$ cat src/rtl/bcd_serial_add_ctrl.sv
// Digit-serial BCD adder controller: one shared digit-add stage is stepped
// across DIGITS packed BCD digits, least-significant first, one per clock.
module bcd_serial_add_ctrl #(
  parameter int DIGITS = 3
) (
  input  logic                  sys_clk,
  input  logic                  sys_rst_n,
  input  logic                  start,
  input  logic [4*DIGITS-1:0]   a,
  input  logic [4*DIGITS-1:0]   b,
  input  logic                  cin,
  output logic                  busy,
  output logic                  done,
  output logic [4*DIGITS-1:0]   sum,
  output logic                  cout,
  output logic                  err
);

  localparam int W     = 4 * DIGITS;
  localparam int IDX_W = (DIGITS > 1) ? $clog2(DIGITS) : 1;
  localparam logic [IDX_W-1:0] LAST_IDX = IDX_W'(DIGITS - 1);
  localparam logic [W-1:0]     DIG_MASK = W'(4'hF);

  typedef enum logic [1:0] {
    ST_IDLE = 2'd0,
    ST_RUN  = 2'd1,
    ST_DONE = 2'd2
  } state_t;

  // Single-digit BCD add: {carry, digit}; out-of-range digits still follow the +6 rule.
  function automatic logic [4:0] bcd_digit_add(input logic [3:0] da, input logic [3:0] db,
                                               input logic ci);
    logic [4:0] raw;
    logic [4:0] adj;
    raw = {1'b0, da} + {1'b0, db} + {4'b0000, ci};
    adj = raw + 5'd6;
    if (raw > 5'd9) begin
      return {1'b1, adj[3:0]};
    end else begin
      return {1'b0, raw[3:0]};
    end
  endfunction

  function automatic logic digit_invalid(input logic [3:0] d);
    return (d > 4'd9);
  endfunction

  state_t           state_r;
  state_t           state_next_s;
  logic [W-1:0]     a_r;
  logic [W-1:0]     b_r;
  logic [W-1:0]     work_r;
  logic             carry_r;
  logic             err_int_r;
  logic [IDX_W-1:0] idx_r;
  logic             busy_r;
  logic             done_r;
  logic [W-1:0]     sum_r;
  logic             cout_r;
  logic             err_r;

  logic             accept_s;
  logic             last_s;
  logic [IDX_W+1:0] shamt_s;
  logic [W-1:0]     a_shift_s;
  logic [W-1:0]     b_shift_s;
  logic [3:0]       a_dig_s;
  logic [3:0]       b_dig_s;
  logic [4:0]       add_s;
  logic [W-1:0]     work_next_s;
  logic             err_next_s;

  // State register.
  always_ff @(posedge sys_clk or negedge sys_rst_n) begin
    if (!sys_rst_n) begin
      state_r <= ST_IDLE;
    end else begin
      state_r <= state_next_s;
    end
  end

  // Next-state logic.
  always_comb begin
    state_next_s = state_r;
    accept_s     = 1'b0;
    last_s       = (idx_r == LAST_IDX);
    case (state_r)
      ST_IDLE: begin
        if (start) begin
          state_next_s = ST_RUN;
          accept_s     = 1'b1;
        end else begin
          state_next_s = ST_IDLE;
        end
      end
      ST_RUN: begin
        if (last_s) begin
          state_next_s = ST_DONE;
        end else begin
          state_next_s = ST_RUN;
        end
      end
      ST_DONE: state_next_s = ST_IDLE;
      default: state_next_s = ST_IDLE;
    endcase
  end

  // Current-digit datapath: select digit idx, add, and merge into the working result.
  always_comb begin
    shamt_s     = {idx_r, 2'b00};
    a_shift_s   = a_r >> shamt_s;
    b_shift_s   = b_r >> shamt_s;
    a_dig_s     = a_shift_s[3:0];
    b_dig_s     = b_shift_s[3:0];
    add_s       = bcd_digit_add(a_dig_s, b_dig_s, carry_r);
    work_next_s = (work_r & ~(DIG_MASK << shamt_s)) | (W'(add_s[3:0]) << shamt_s);
    err_next_s  = err_int_r | digit_invalid(a_dig_s) | digit_invalid(b_dig_s);
  end

  // Operand latches, digit index, working result, running carry and sticky error.
  always_ff @(posedge sys_clk or negedge sys_rst_n) begin
    if (!sys_rst_n) begin
      a_r       <= '0;
      b_r       <= '0;
      work_r    <= '0;
      carry_r   <= 1'b0;
      err_int_r <= 1'b0;
      idx_r     <= '0;
    end else begin
      case (state_r)
        ST_IDLE: begin
          if (accept_s) begin
            a_r       <= a;
            b_r       <= b;
            carry_r   <= cin;
            work_r    <= '0;
            err_int_r <= 1'b0;
            idx_r     <= '0;
          end
        end
        ST_RUN: begin
          work_r    <= work_next_s;
          carry_r   <= add_s[4];
          err_int_r <= err_next_s;
          if (!last_s) begin
            idx_r <= idx_r + IDX_W'(1);
          end
        end
        ST_DONE: idx_r <= '0;
        default: idx_r <= '0;
      endcase
    end
  end

  // Registered outputs; the result is captured on the edge that enters DONE.
  always_ff @(posedge sys_clk or negedge sys_rst_n) begin
    if (!sys_rst_n) begin
      busy_r <= 1'b0;
      done_r <= 1'b0;
      sum_r  <= '0;
      cout_r <= 1'b0;
      err_r  <= 1'b0;
    end else begin
      busy_r <= (state_next_s != ST_IDLE);
      done_r <= (state_next_s == ST_DONE);
      if ((state_r == ST_RUN) && last_s) begin
        sum_r  <= work_next_s;
        cout_r <= add_s[4];
        err_r  <= err_next_s;
      end
    end
  end

  assign busy = busy_r;
  assign done = done_r;
  assign sum  = sum_r;
  assign cout = cout_r;
  assign err  = err_r;

endmodule

$ cat config.mk
export PLATFORM = sky130hd
export DESIGN_NAME = bcd_serial_add_ctrl
export DESIGN_NICKNAME = d
export VERILOG_FILES = /design/src/rtl/bcd_serial_add_ctrl.sv
export SDC_FILE = /design/constraint.sdc
export NUM_CORES = 1
export LEC_CHECK = 0
export ABC_AREA = 1
export CAP_MARGIN = 25
export CORE_MARGIN = 5
export CORE_UTILIZATION = 35
export DETAILED_ROUTE_END_ITERATION = 7
export HOLD_SLACK_MARGIN = 0.1
export PLACE_DENSITY = 0.59
export SLEW_MARGIN = 15
export SYNTH_ARGS = -nofsm -noshare
export SYNTH_HDL_FRONTEND = slang
export SYNTH_SLANG_ARGS = --single-unit
export TNS_END_PERCENT = 10
$ cat constraint.sdc
create_clock -name sys_clk -period 2.63 [get_ports sys_clk]
set_input_delay 0.526 -clock sys_clk [delete_from_list [all_inputs] [get_ports sys_clk]]
set_output_delay 0.526 -clock sys_clk [all_outputs]
set_load 0.02 [all_outputs]
==> results of run 1 <==
==> per-stage QoR <==
| stage | hold slack [ps] | setup slack [ps] |
|---|---|---|
| 2_1_floorplan | 230 | -80.2 |
| 3_5_place_dp | 467 | -147 |
| 4_1_cts | 216 | -92.1 |
| 5_1_grt | 221 | -274 |
| 3_3_place_gp | 462 | -89.6 |
| 6_report | 192 | -111 |
==> state kept, by name (all words and copies together), names as in the netlist <==
| register | cells |
|---|---|
| cout | 1 |
| b_r | 12 |
| state_r | 2 |
| err_int_r | 1 |
| sum | 12 |
| idx_r | 2 |
| err | 1 |
| carry_r | 1 |
| done | 1 |
| a_r | 12 |
| work_r | 8 |
| busy | 1 |
==> Yosys cell counts <==
cell / n
sky130_fd_sc_hd__nor2_2: 5
sky130_fd_sc_hd__o22ai_1: 2
sky130_fd_sc_hd__o21ai_1: 6
sky130_fd_sc_hd__fa_1: 2
sky130_fd_sc_hd__nand2_1: 106
sky130_fd_sc_hd__o31ai_1: 1
sky130_fd_sc_hd__ha_1: 7
sky130_fd_sc_hd__nor2_1: 16
sky130_fd_sc_hd__inv_1: 24
sky130_fd_sc_hd__mux2_2: 17
sky130_fd_sc_hd__dfrtp_1: 54
sky130_fd_sc_hd__nand2_2: 6
sky130_fd_sc_hd__buf_2: 5
sky130_fd_sc_hd__nand3_1: 26
sky130_fd_sc_hd__a21oi_1: 10
sky130_fd_sc_hd__clkbuf_1: 2
sky130_fd_sc_hd__a21oi_2: 2
sky130_fd_sc_hd__buf_6: 1
sky130_fd_sc_hd__inv_2: 7
sky130_fd_sc_hd__nand2_4: 1
sky130_fd_sc_hd__o21ai_0: 6
==> cell families (layout without fill, tap and decap cells) <==
group,after synthesis,count (layout),share of synthesized area [%]
buf+inv,39,113,6.05
simple gates,160,160,25.2
compound gates,27,27,5.58
fa+ha+maj,9,9,4.82
mux,17,17,7.23
flops,54,54,51.1
==> timing repair <==
action                                  CTS  global route
endpoints found under the setup margin   16            17
pin swaps                                12             2
resized for setup                        19             7
setup buffers                             6             1
==> layout by cell type, fill, tap and decap left out <==
cell / netlist / final
sky130_fd_sc_hd__a21oi_2: 2 / 2
sky130_fd_sc_hd__clkbuf_1: 2 / 1
sky130_fd_sc_hd__buf_2: 5 / 1
sky130_fd_sc_hd__nor2_4: 0 / 1
sky130_fd_sc_hd__inv_1: 24 / 21
sky130_fd_sc_hd__dfrtp_1: 54 / 53
sky130_fd_sc_hd__o21ai_0: 6 / 6
sky130_fd_sc_hd__nand2_2: 6 / 13
sky130_fd_sc_hd__fa_2: 0 / 2
sky130_fd_sc_hd__ha_1: 7 / 5
sky130_fd_sc_hd__buf_4: 0 / 28
sky130_fd_sc_hd__inv_4: 0 / 1
sky130_fd_sc_hd__nand2_4: 1 / 3
sky130_fd_sc_hd__clkdlybuf4s50_1: 0 / 42
sky130_fd_sc_hd__mux2_2: 17 / 17
sky130_fd_sc_hd__nand3_2: 0 / 8
sky130_fd_sc_hd__nand2_1: 106 / 97
sky130_fd_sc_hd__nor2_2: 5 / 5
sky130_fd_sc_hd__a21oi_1: 10 / 10
sky130_fd_sc_hd__dfrtp_2: 0 / 1
sky130_fd_sc_hd__buf_6: 1 / 2
sky130_fd_sc_hd__bufinv_16: 0 / 1
sky130_fd_sc_hd__nand3_1: 26 / 18
sky130_fd_sc_hd__o31ai_1: 1 / 1
sky130_fd_sc_hd__buf_12: 0 / 1
sky130_fd_sc_hd__o21ai_1: 6 / 6
sky130_fd_sc_hd__ha_4: 0 / 2
sky130_fd_sc_hd__nor2_1: 16 / 15
sky130_fd_sc_hd__clkbuf_8: 0 / 6
sky130_fd_sc_hd__inv_2: 7 / 9
sky130_fd_sc_hd__o22ai_1: 2 / 2
==> layer usage <==
layer / wire length [µm] / vias to the layer above / part of all wire [%] / track usage, %
met5: 0 / - / 0 / 0
met4: 74 / 0 / 1.2 / 4.43
met3: 260 / 7 / 4.2 / 3.67
met2: 3010 / 45 / 49 / 22.5
met1: 2810 / 1056 / 46 / 17.1
li1: - / 1112 / - / -
==> how the worst max path moves through the flow <==
stage                               startpoint                    end  slack [ps]  cells after the start
final                     idx_r[0]$_DFFE_PN0P_  work_r[7]$_DFFE_PN0P_        -110                     19
after detailed placement  idx_r[0]$_DFFE_PN0P_     sum[6]$_DFFE_PN0P_        -150                     19
after floorplan           idx_r[0]$_DFFE_PN0P_  work_r[1]$_DFFE_PN0P_         -80                     19
after global routing      idx_r[0]$_DFFE_PN0P_  work_r[7]$_DFFE_PN0P_        -270                     19
after global placement    idx_r[0]$_DFFE_PN0P_  work_r[5]$_DFFE_PN0P_         -90                     19
after CTS                 idx_r[0]$_DFFE_PN0P_  work_r[7]$_DFFE_PN0P_         -90                     18
==> cell type report <==
type	instances	area [µm²]	share of cell area, %
well taps	99	124	3.41
multi-input cells	213	1240	34.3
inverters	31	119	3.27
clock inverters	1	30.0	0.826
flip-flops and latches	54	1350	37.2
repair buffers	74	678	18.7
clock buffers	7	86.3	2.38
==> flow_metrics.env, run 1 <==
export IMPL_run_status="finished with violations"
export IMPL_violations="negative setup slack"
export IMPL_grt_start_max_net_pins=55
export IMPL_rsz0062_at_grt="yes"
export IMPL_port_buffer_count=43
export IMPL_via_count_of_the_first_global_routing_pass=2262
export IMPL_gp_congestion=0.834
export IMPL_grt_total_usage_pct=13.6
export IMPL_number_of_vias_after_detailed_routing=2220
export IMPL_worst_path_most_repeated_cell="sky130_fd_sc_hd__nand2_2"
export IMPL_cp_cell_sequence="inv_2 -> nand2_2 -> inv_4 -> nand2_2 -> nand3_2 -> fa_2 -> fa_2 -> inv_2 -> ha_4 -> inv_2 -> nor2_2 -> a21oi_2 -> nand2_2 -> nand2_4 -> nand2_2 -> nand3_1 -> nand2_1 -> nand2_1 -> nand2_1"
export IMPL_min_delay_path_class="in -> async"
export IMPL_layout_setup_ws_ps=-111
export IMPL_clock_sink_count=54
export IMPL_cp_data_required_time_ps=2830
export IMPL_routed_wl_mm=6.15
export IMPL_worst_setup_path_type="reg -> reg"
export IMPL_finalNetCount=416
export IMPL_die_height_um=97.0
export IMPL_synth_top_area_share_pct=51.1
export IMPL_grt_antenna_before_repair=0
export IMPL_synth_seq_area_share_pct=51.1
export IMPL_r2r_slack_ps=-110
export IMPL_max_clock_path_buffers=2
export IMPL_min_period_ps=2740
export IMPL_core_area_um2=7290
export IMPL_yosys_cell_types_count=21
export IMPL_timing_fmax_mhz=365
export IMPL_detail_route_antenna_nets=0
export IMPL_finClkSkew_ps=5.89
export IMPL_floorplan_die_area_um2=9400
export IMPL_detail_route_wl_per_cell_um=12.8
export IMPL_synth_top_cells_by_area="sky130_fd_sc_hd__dfrtp_1, sky130_fd_sc_hd__nand2_1, sky130_fd_sc_hd__mux2_2"
export IMPL_reg2reg_to="work_r[7]$_DFFE_PN0P_"
export IMPL_post_route_cell_area_um2=3630
export IMPL_critical_path_slowest_cell="sky130_fd_sc_hd__fa_2"
export IMPL_cp_start_kind="flop"
export IMPL_cp_num_buf_inv=4
export IMPL_post_drt_via_cell_ratio=4.63
export IMPL_slew_violations=0
export IMPL_design_portCount=44
export IMPL_critical_path_top_delay_family="adder cells"
export IMPL_worst_pin_slew_ps=358
export IMPL_final_period_utilization_pct=104
export IMPL_critPathMaxStageDelay_ps=550
export IMPL_hold_buffers=0
export IMPL_clock_insertion_delay_worst_skew_ps=310
export IMPL_grt_first_pass_wirelength_mm=10.6
export IMPL_postSynthCellCount=306
export IMPL_final_cell_count_no_fill=479
export IMPL_drv_max_cap_violation_count=0
export IMPL_floorplan_initialDensity_pct=36.3
export IMPL_cts_root_buf="sky130_fd_sc_hd__clkbuf_8"
export IMPL_dieWidth_um=97.0
export IMPL_crit_path_max_fanout=6
export IMPL_end_kind="flop"
export IMPL_drive_above_1_share_pct=27.1
export IMPL_overflow=0
export IMPL_yosys_register_bits=54
export IMPL_tritoncts="yes"
export IMPL_slew_headroom_pct=75.9
export IMPL_yosysWarningCount=0
export IMPL_syn_area_um2=2650
export IMPL_setup_violations_final=15
export IMPL_syn_nets=343
export IMPL_worst_ep_arrival_time_ps=2940
export IMPL_place_area_um2=3370
export IMPL_clock_tree_htree_level_count=2
export IMPL_clk_pin_slew_ps=100
export IMPL_final_hold_violation_count=0
export IMPL_placed_cells_incl_taps=464
export IMPL_syn_area_per_cell_um2=8.65
export IMPL_netlist_top_cell_by_area="sky130_fd_sc_hd__dfrtp_1"
export IMPL_drt_first_iter_violations=99
export IMPL_antenna_cells_inserted=0
export IMPL_num_fill_cells=735
export IMPL_post_dp_hpwl_mm=4.49
export IMPL_clock_buffer_count_from_cts=5
export IMPL_rr_startpoint="idx_r[0]$_DFFE_PN0P_"
export IMPL_dr_pass1_iters=4
export IMPL_setup_tns_ps=-1170
export IMPL_row_count=31
export IMPL_drc=0
export IMPL_r2r_worst_path_cells=19
export IMPL_area_growth_pct=37.4
export IMPL_finish_utilization_pct=49.8
Power of run 1 is left out: the tool's default activity adds up to more than one toggle a clock period on the data nets, which glitch-free logic cannot reach.
==> run 2, diff against run 1 <==
--- a/config.mk
+++ b/config.mk
@@ -7,12 +7,14 @@
 export LEC_CHECK = 0
 export ABC_AREA = 1
 export CAP_MARGIN = 25
+export CELL_PAD_IN_SITES_DETAIL_PLACEMENT = 1
+export CELL_PAD_IN_SITES_GLOBAL_PLACEMENT = 1
 export CORE_MARGIN = 5
 export CORE_UTILIZATION = 35
 export DETAILED_ROUTE_END_ITERATION = 7
 export HOLD_SLACK_MARGIN = 0.1
-export PLACE_DENSITY = 0.59
-export SLEW_MARGIN = 15
+export PLACE_DENSITY = 0.71
+export SLEW_MARGIN = 20
 export SYNTH_ARGS = -nofsm -noshare
 export SYNTH_HDL_FRONTEND = slang
 export SYNTH_SLANG_ARGS = --single-unit
==> constraint.sdc (replaced) <==
create_clock -name sys_clk -period 3.55 [get_ports sys_clk]
set_input_delay 0.71 -clock sys_clk [delete_from_list [all_inputs] [get_ports sys_clk]]
set_output_delay 0.71 -clock sys_clk [all_outputs]
set_load 0.02 [all_outputs]
==> flow_metrics.env, run 2 (synthesis results as in run 1) <==
export IMPL_grt_first_pass_wirelength_mm=11.7
export IMPL_setup_violations_final=0
export IMPL_design_portCount=44
export IMPL_grt_start_max_net_pins=31
export IMPL_cp_cell_sequence="nand2_1 -> inv_2 -> nand2_1 -> nand3_1 -> fa_1 -> fa_1 -> nand2_1 -> nand2_1 -> ha_1 -> inv_1 -> nor2_1 -> a21oi_2 -> nand2_2 -> nand2_4 -> nand2_2 -> nand3_1 -> nand2_1 -> nand2_1 -> nand2_1"
export IMPL_routed_wl_mm=6.51
export IMPL_cp_data_required_time_ps=3770
export IMPL_cts_repair_timing_setup_buffer_count=0
export IMPL_clock_tree_htree_level_count=2
export IMPL_clk_pin_slew_ps=100
export IMPL_via_count_of_the_first_global_routing_pass=2365
export IMPL_post_route_cell_area_um2=3270
export IMPL_port_buffer_count=43
export IMPL_number_of_resized_instances_in_the_post_cts_repair_step=0
export IMPL_floorplan_die_area_um2=9400
export IMPL_floorplan_initialDensity_pct=36.3
export IMPL_dieWidth_um=97.0
export IMPL_critical_path_slowest_cell="sky130_fd_sc_hd__fa_1"
export IMPL_critPathMaxStageDelay_ps=470
export IMPL_drv_max_cap_violation_count=0
export IMPL_grt_met2_usage_pct=24.0
export IMPL_end_kind="flop"
export IMPL_core_area_um2=7290
export IMPL_worst_path_most_repeated_cell="sky130_fd_sc_hd__nand2_1"
export IMPL_highest_count_cells_in_the_layout_ignoring_fill_and_taps="sky130_fd_sc_hd__nand2_1, sky130_fd_sc_hd__dfrtp_1, sky130_fd_sc_hd__clkdlybuf4s50_1"
export IMPL_drive_above_1_share_pct=14.2
export IMPL_overflow=0
export IMPL_hold_buffers=0
export IMPL_number_of_vias_after_detailed_routing=2165
export IMPL_dr_pass1_iters=4
export IMPL_grt_total_usage_pct=15.0
export IMPL_grt_antenna_before_repair=0
export IMPL_final_hold_violation_count=0
export IMPL_rsz0062_at_grt="no"
export IMPL_drt_first_iter_violations=97
export IMPL_cp_start_kind="flop"
export IMPL_place_area_um2=3180
export IMPL_timing_fmax_mhz=311
export IMPL_min_delay_path_class="in -> async"
export IMPL_antenna_cells_inserted=0
export IMPL_detail_route_wl_per_cell_um=14.4
export IMPL_num_fill_cells=886
export IMPL_post_dp_hpwl_mm=5.15
export IMPL_run_status="finished, final reports clean"
export IMPL_finClkSkew_ps=7.38
export IMPL_finish_utilization_pct=44.8
export IMPL_die_height_um=97.0
export IMPL_clock_sink_count=54
export IMPL_crit_path_max_fanout=8
export IMPL_max_clock_path_buffers=2
export IMPL_worst_setup_path_type="reg -> reg"
export IMPL_r2r_worst_path_cells=19
export IMPL_drc=0
export IMPL_slew_headroom_pct=55.2
export IMPL_tritoncts="yes"
export IMPL_worst_pin_slew_ps=673
export IMPL_worst_ep_arrival_time_ps=3430
export IMPL_area_growth_pct=23.5
export IMPL_slew_violations=0
export IMPL_post_drt_via_cell_ratio=4.79
export IMPL_clock_insertion_delay_worst_skew_ps=310
export IMPL_globalRoute_busiestLayer="met2"
export IMPL_gp_congestion=0.761
export IMPL_groute_layer_met3_usage_pct=3.24
export IMPL_finalNetCount=389
export IMPL_leading_cell_type_in_the_layout_fill_and_taps_excluded="sky130_fd_sc_hd__nand2_1"
export IMPL_hold_ws_ps=422
export IMPL_clock_buffer_count_from_cts=5
export IMPL_final_period_utilization_pct=90.7
export IMPL_row_count=31
export IMPL_detail_route_antenna_nets=0
export IMPL_min_period_ps=3220
export IMPL_cts_root_buf="sky130_fd_sc_hd__clkbuf_8"
export IMPL_globalRouteMet1Util_pct=20.5
export IMPL_setup_tns_ps=0
run 2: cell types whose count changed in the layout (fill, tap and decap cells not counted), moves of 3 or more:
| cell | delta |
|---|---|
| sky130_fd_sc_hd__buf_4 | -24 |
| sky130_fd_sc_hd__nand3_2 | -8 |
| sky130_fd_sc_hd__nand2_2 | -7 |
| sky130_fd_sc_hd__inv_1 | +3 |
| sky130_fd_sc_hd__nand3_1 | +8 |
| sky130_fd_sc_hd__nand2_1 | +9 |
run 2: per-stage QoR:
step	cells	worst slack (ps)
after floorplan	306	756
after global placement	444	402
after detailed placement	444	322
after CTS	452	298
after global routing	452	9.44
final	452	331
run 2: cell type report:
cell class,count,area [µm²],share of cell area [%]
multi-input cells,213,1130,34.7
inverters,31,116,3.56
clock buffers,6,72.6,2.22
well taps,99,124,3.79
clock inverters,2,13.8,0.421
flip-flops and latches,54,1350,41.3
repair buffers,47,455,13.9
run 2: final timing paths:
kind	end	slack, ps	from
min in group sys_clk	cout$_DFFE_PN0P_	490	cout$_DFFE_PN0P_
worst min-delay path	carry_r$_DFFE_PN0P_	420	sys_rst_n
worst max-delay path	sum[1]$_DFFE_PN0P_	330	idx_r[0]$_DFFE_PN0P_
max in group asynchronous	work_r[5]$_DFFE_PN0P_	2340	sys_rst_n
worst max register to register	sum[1]$_DFFE_PN0P_	330	idx_r[0]$_DFFE_PN0P_
worst min register to register	cout$_DFFE_PN0P_	490	cout$_DFFE_PN0P_
run 2: per-layer routing:
metal / share of wire (%) / vias up
met4: 1.3 / 0
met5: 0 / -
met1: 49 / 1056
met3: 3.5 / 9
li1: - / 1066
met2: 47 / 34
run 2: worst max-delay path, delay by kind of cell, from the launching register on:
| family | cells | cell delay, ps |
|---|---|---|
| AO/OA/AOI/OAI | 1 | 110 |
| flip-flops | 1 | 450 |
| buffers and inverters | 2 | 210 |
| AND/OR/NAND/NOR | 13 | 1220 |
| adder cells (fa/ha/maj) | 3 | 1110 |
Power of run 2 is left out for the same reason.
==> run 3, diff against run 2 <==
--- a/config.mk
+++ b/config.mk
@@ -9,7 +9,7 @@
 export CAP_MARGIN = 25
 export CELL_PAD_IN_SITES_DETAIL_PLACEMENT = 1
 export CELL_PAD_IN_SITES_GLOBAL_PLACEMENT = 1
-export CORE_MARGIN = 5
+export CORE_MARGIN = 2
 export CORE_UTILIZATION = 35
 export DETAILED_ROUTE_END_ITERATION = 7
 export HOLD_SLACK_MARGIN = 0.1
==> flow_metrics.env, run 3 (synthesis results as in run 1) <==
export IMPL_area_growth_pct=23.1
export IMPL_critPathMaxStageDelay_ps=560
export IMPL_antenna_cells_inserted=0
export IMPL_port_buffer_count=43
export IMPL_grt_start_max_net_pins=34
export IMPL_r2r_worst_path_cells=18
export IMPL_tritoncts="yes"
export IMPL_dieWidth_um=91.0
export IMPL_final_hold_violation_count=0
export IMPL_drt_first_iter_violations=76
export IMPL_gp_congestion=0.804
export IMPL_post_drt_via_cell_ratio=4.80
export IMPL_cts_root_buf="sky130_fd_sc_hd__clkbuf_8"
export IMPL_design_portCount=44
export IMPL_clock_insertion_delay_worst_skew_ps=310
export IMPL_grt_antenna_before_repair=0
export IMPL_finClkSkew_ps=7.05
export IMPL_drv_max_cap_violation_count=0
export IMPL_run_status="finished, final reports clean"
export IMPL_clock_tree_htree_level_count=2
export IMPL_layout_setup_ws_ps=352
export IMPL_cp_cell_sequence="nand2_2 -> inv_2 -> nand2_1 -> nand3_1 -> fa_1 -> fa_1 -> inv_1 -> ha_1 -> inv_1 -> nor2_1 -> a21oi_2 -> nand2_2 -> nand2_4 -> nand2_2 -> nand3_1 -> nand2_1 -> nand2_1 -> nand2_1"
export IMPL_dr_pass1_iters=4
export IMPL_reg2reg_to="work_r[2]$_DFFE_PN0P_"
export IMPL_row_count=31
export IMPL_groute_layer_met3_usage_pct=2.57
export IMPL_leading_cell_type_in_the_layout_fill_and_taps_excluded="sky130_fd_sc_hd__nand2_1"
export IMPL_grt_met2_usage_pct=28.4
export IMPL_post_dp_hpwl_mm=5.01
export IMPL_highest_count_cells_in_the_layout_ignoring_fill_and_taps="sky130_fd_sc_hd__nand2_1, sky130_fd_sc_hd__dfrtp_1, sky130_fd_sc_hd__clkdlybuf4s50_1"
export IMPL_drive_above_1_share_pct=14.0
export IMPL_number_of_vias_after_detailed_routing=2161
export IMPL_timing_fmax_mhz=313
export IMPL_floorplan_die_area_um2=8270
export IMPL_rsz0062_at_grt="no"
export IMPL_critical_path_top_delay_family="adder cells"
export IMPL_crit_path_max_fanout=8
export IMPL_r2r_slack_ps=350
export IMPL_worst_pin_slew_ps=679
export IMPL_via_count_of_the_first_global_routing_pass=2337
export IMPL_detail_route_antenna_nets=0
export IMPL_die_height_um=91.0
export IMPL_detail_route_wl_per_cell_um=14.3
export IMPL_globalRoute_busiestLayer="met2"
export IMPL_slew_headroom_pct=54.5
export IMPL_cp_data_required_time_ps=3750
export IMPL_floorplan_initialDensity_pct=36.3
export IMPL_cts_repair_timing_setup_buffer_count=0
export IMPL_clock_buffer_count_from_cts=5
export IMPL_critical_path_slowest_cell="sky130_fd_sc_hd__fa_1"
export IMPL_max_clock_path_buffers=2
export IMPL_finalNetCount=388
export IMPL_final_period_utilization_pct=90.1
export IMPL_cp_start_kind="flop"
export IMPL_end_kind="flop"
export IMPL_num_fill_cells=919
export IMPL_drc=0
export IMPL_routed_wl_mm=6.43
export IMPL_placement_setup_worst_slack_ps=282
export IMPL_slew_violations=0
export IMPL_worst_setup_path_type="reg -> reg"
export IMPL_setup_violations_final=0
export IMPL_grt_first_pass_wirelength_mm=11.4
export IMPL_grt_total_usage_pct=17.1
export IMPL_core_area_um2=7290
export IMPL_setup_tns_ps=0
export IMPL_clk_pin_slew_ps=100
export IMPL_min_delay_path_class="in -> async"
export IMPL_globalRouteMet1Util_pct=23.2
export IMPL_rr_startpoint="idx_r[0]$_DFFE_PN0P_"
export IMPL_worst_path_most_repeated_cell="sky130_fd_sc_hd__nand2_1"
export IMPL_cp_num_buf_inv=3
export IMPL_overflow=0
export IMPL_worst_ep_arrival_time_ps=3400
export IMPL_timing_critical_path_from="idx_r[0]$_DFFE_PN0P_"
export IMPL_clock_sink_count=54
export IMPL_min_period_ps=3200
run 3: what timing repair did:
| action | 4_1_cts | 5_1_grt |
|---|---|---|
| endpoints found under the setup margin | 0 | 1 |
| hold endpoints to repair | 0 | 0 |
| resized for setup | 0 | 1 |
| hold buffers | 0 | 0 |
run 3: how the worst max path moves through the flow:
| stage | endpoint | slack (ps) | cells past startpoint |
|---|---|---|---|
| after CTS | work_r[2]$_DFFE_PN0P_ | 260 | 18 |
| after global routing | sum[2]$_DFFE_PN0P_ | 90 | 20 |
| after detailed placement | sum[2]$_DFFE_PN0P_ | 280 | 19 |
| final | work_r[2]$_DFFE_PN0P_ | 350 | 18 |
| after global placement | sum[1]$_DFFE_PN0P_ | 410 | 18 |
| after floorplan | work_r[1]$_DFFE_PN0P_ | 760 | 18 |
run 3: metal layers:
metal,routed length (µm),share of wire (%)
met1,3100,48
met3,162,2.5
met5,0,0
met2,3070,48
met4,96,1.5
run 3: cell type report:
type	instances	area (µm²)	share of cell area (%)
Clock buffer	6	72.6	2.23
Clock inverter	1	7.51	0.231
Inverter	31	116	3.57
Multi-Input combinational cell	213	1140	34.9
Sequential cell	54	1350	41.5
Tap cell	99	124	3.80
Timing Repair Buffer	46	448	13.8
run 3: worst reg2reg max path, stage by stage (launching register included):
cell                      delay (ps)
sky130_fd_sc_hd__dfrtp_1         470
sky130_fd_sc_hd__nand2_2         180
sky130_fd_sc_hd__inv_2           120
sky130_fd_sc_hd__nand2_1          90
sky130_fd_sc_hd__nand3_1         100
sky130_fd_sc_hd__fa_1            460
sky130_fd_sc_hd__fa_1            570
sky130_fd_sc_hd__inv_1            90
sky130_fd_sc_hd__ha_1            200
sky130_fd_sc_hd__inv_1            80
sky130_fd_sc_hd__nor2_1           50
sky130_fd_sc_hd__a21oi_2         110
sky130_fd_sc_hd__nand2_2         100
sky130_fd_sc_hd__nand2_4         110
sky130_fd_sc_hd__nand2_2          80
sky130_fd_sc_hd__nand3_1         100
sky130_fd_sc_hd__nand2_1          90
sky130_fd_sc_hd__nand2_1          70
sky130_fd_sc_hd__nand2_1          60
run 3: stage by stage:
step	instances	util (%)	hold WS [ps]	instance area (µm²)
after floorplan	306	-	414	2650
after global placement	443	43.5	462	3170
after detailed placement	443	43.5	464	3170
after CTS	450	44.6	418	3250
after global routing	450	44.7	445	3260
final	450	44.7	398	3260
Power of run 3 is left out for the same reason.
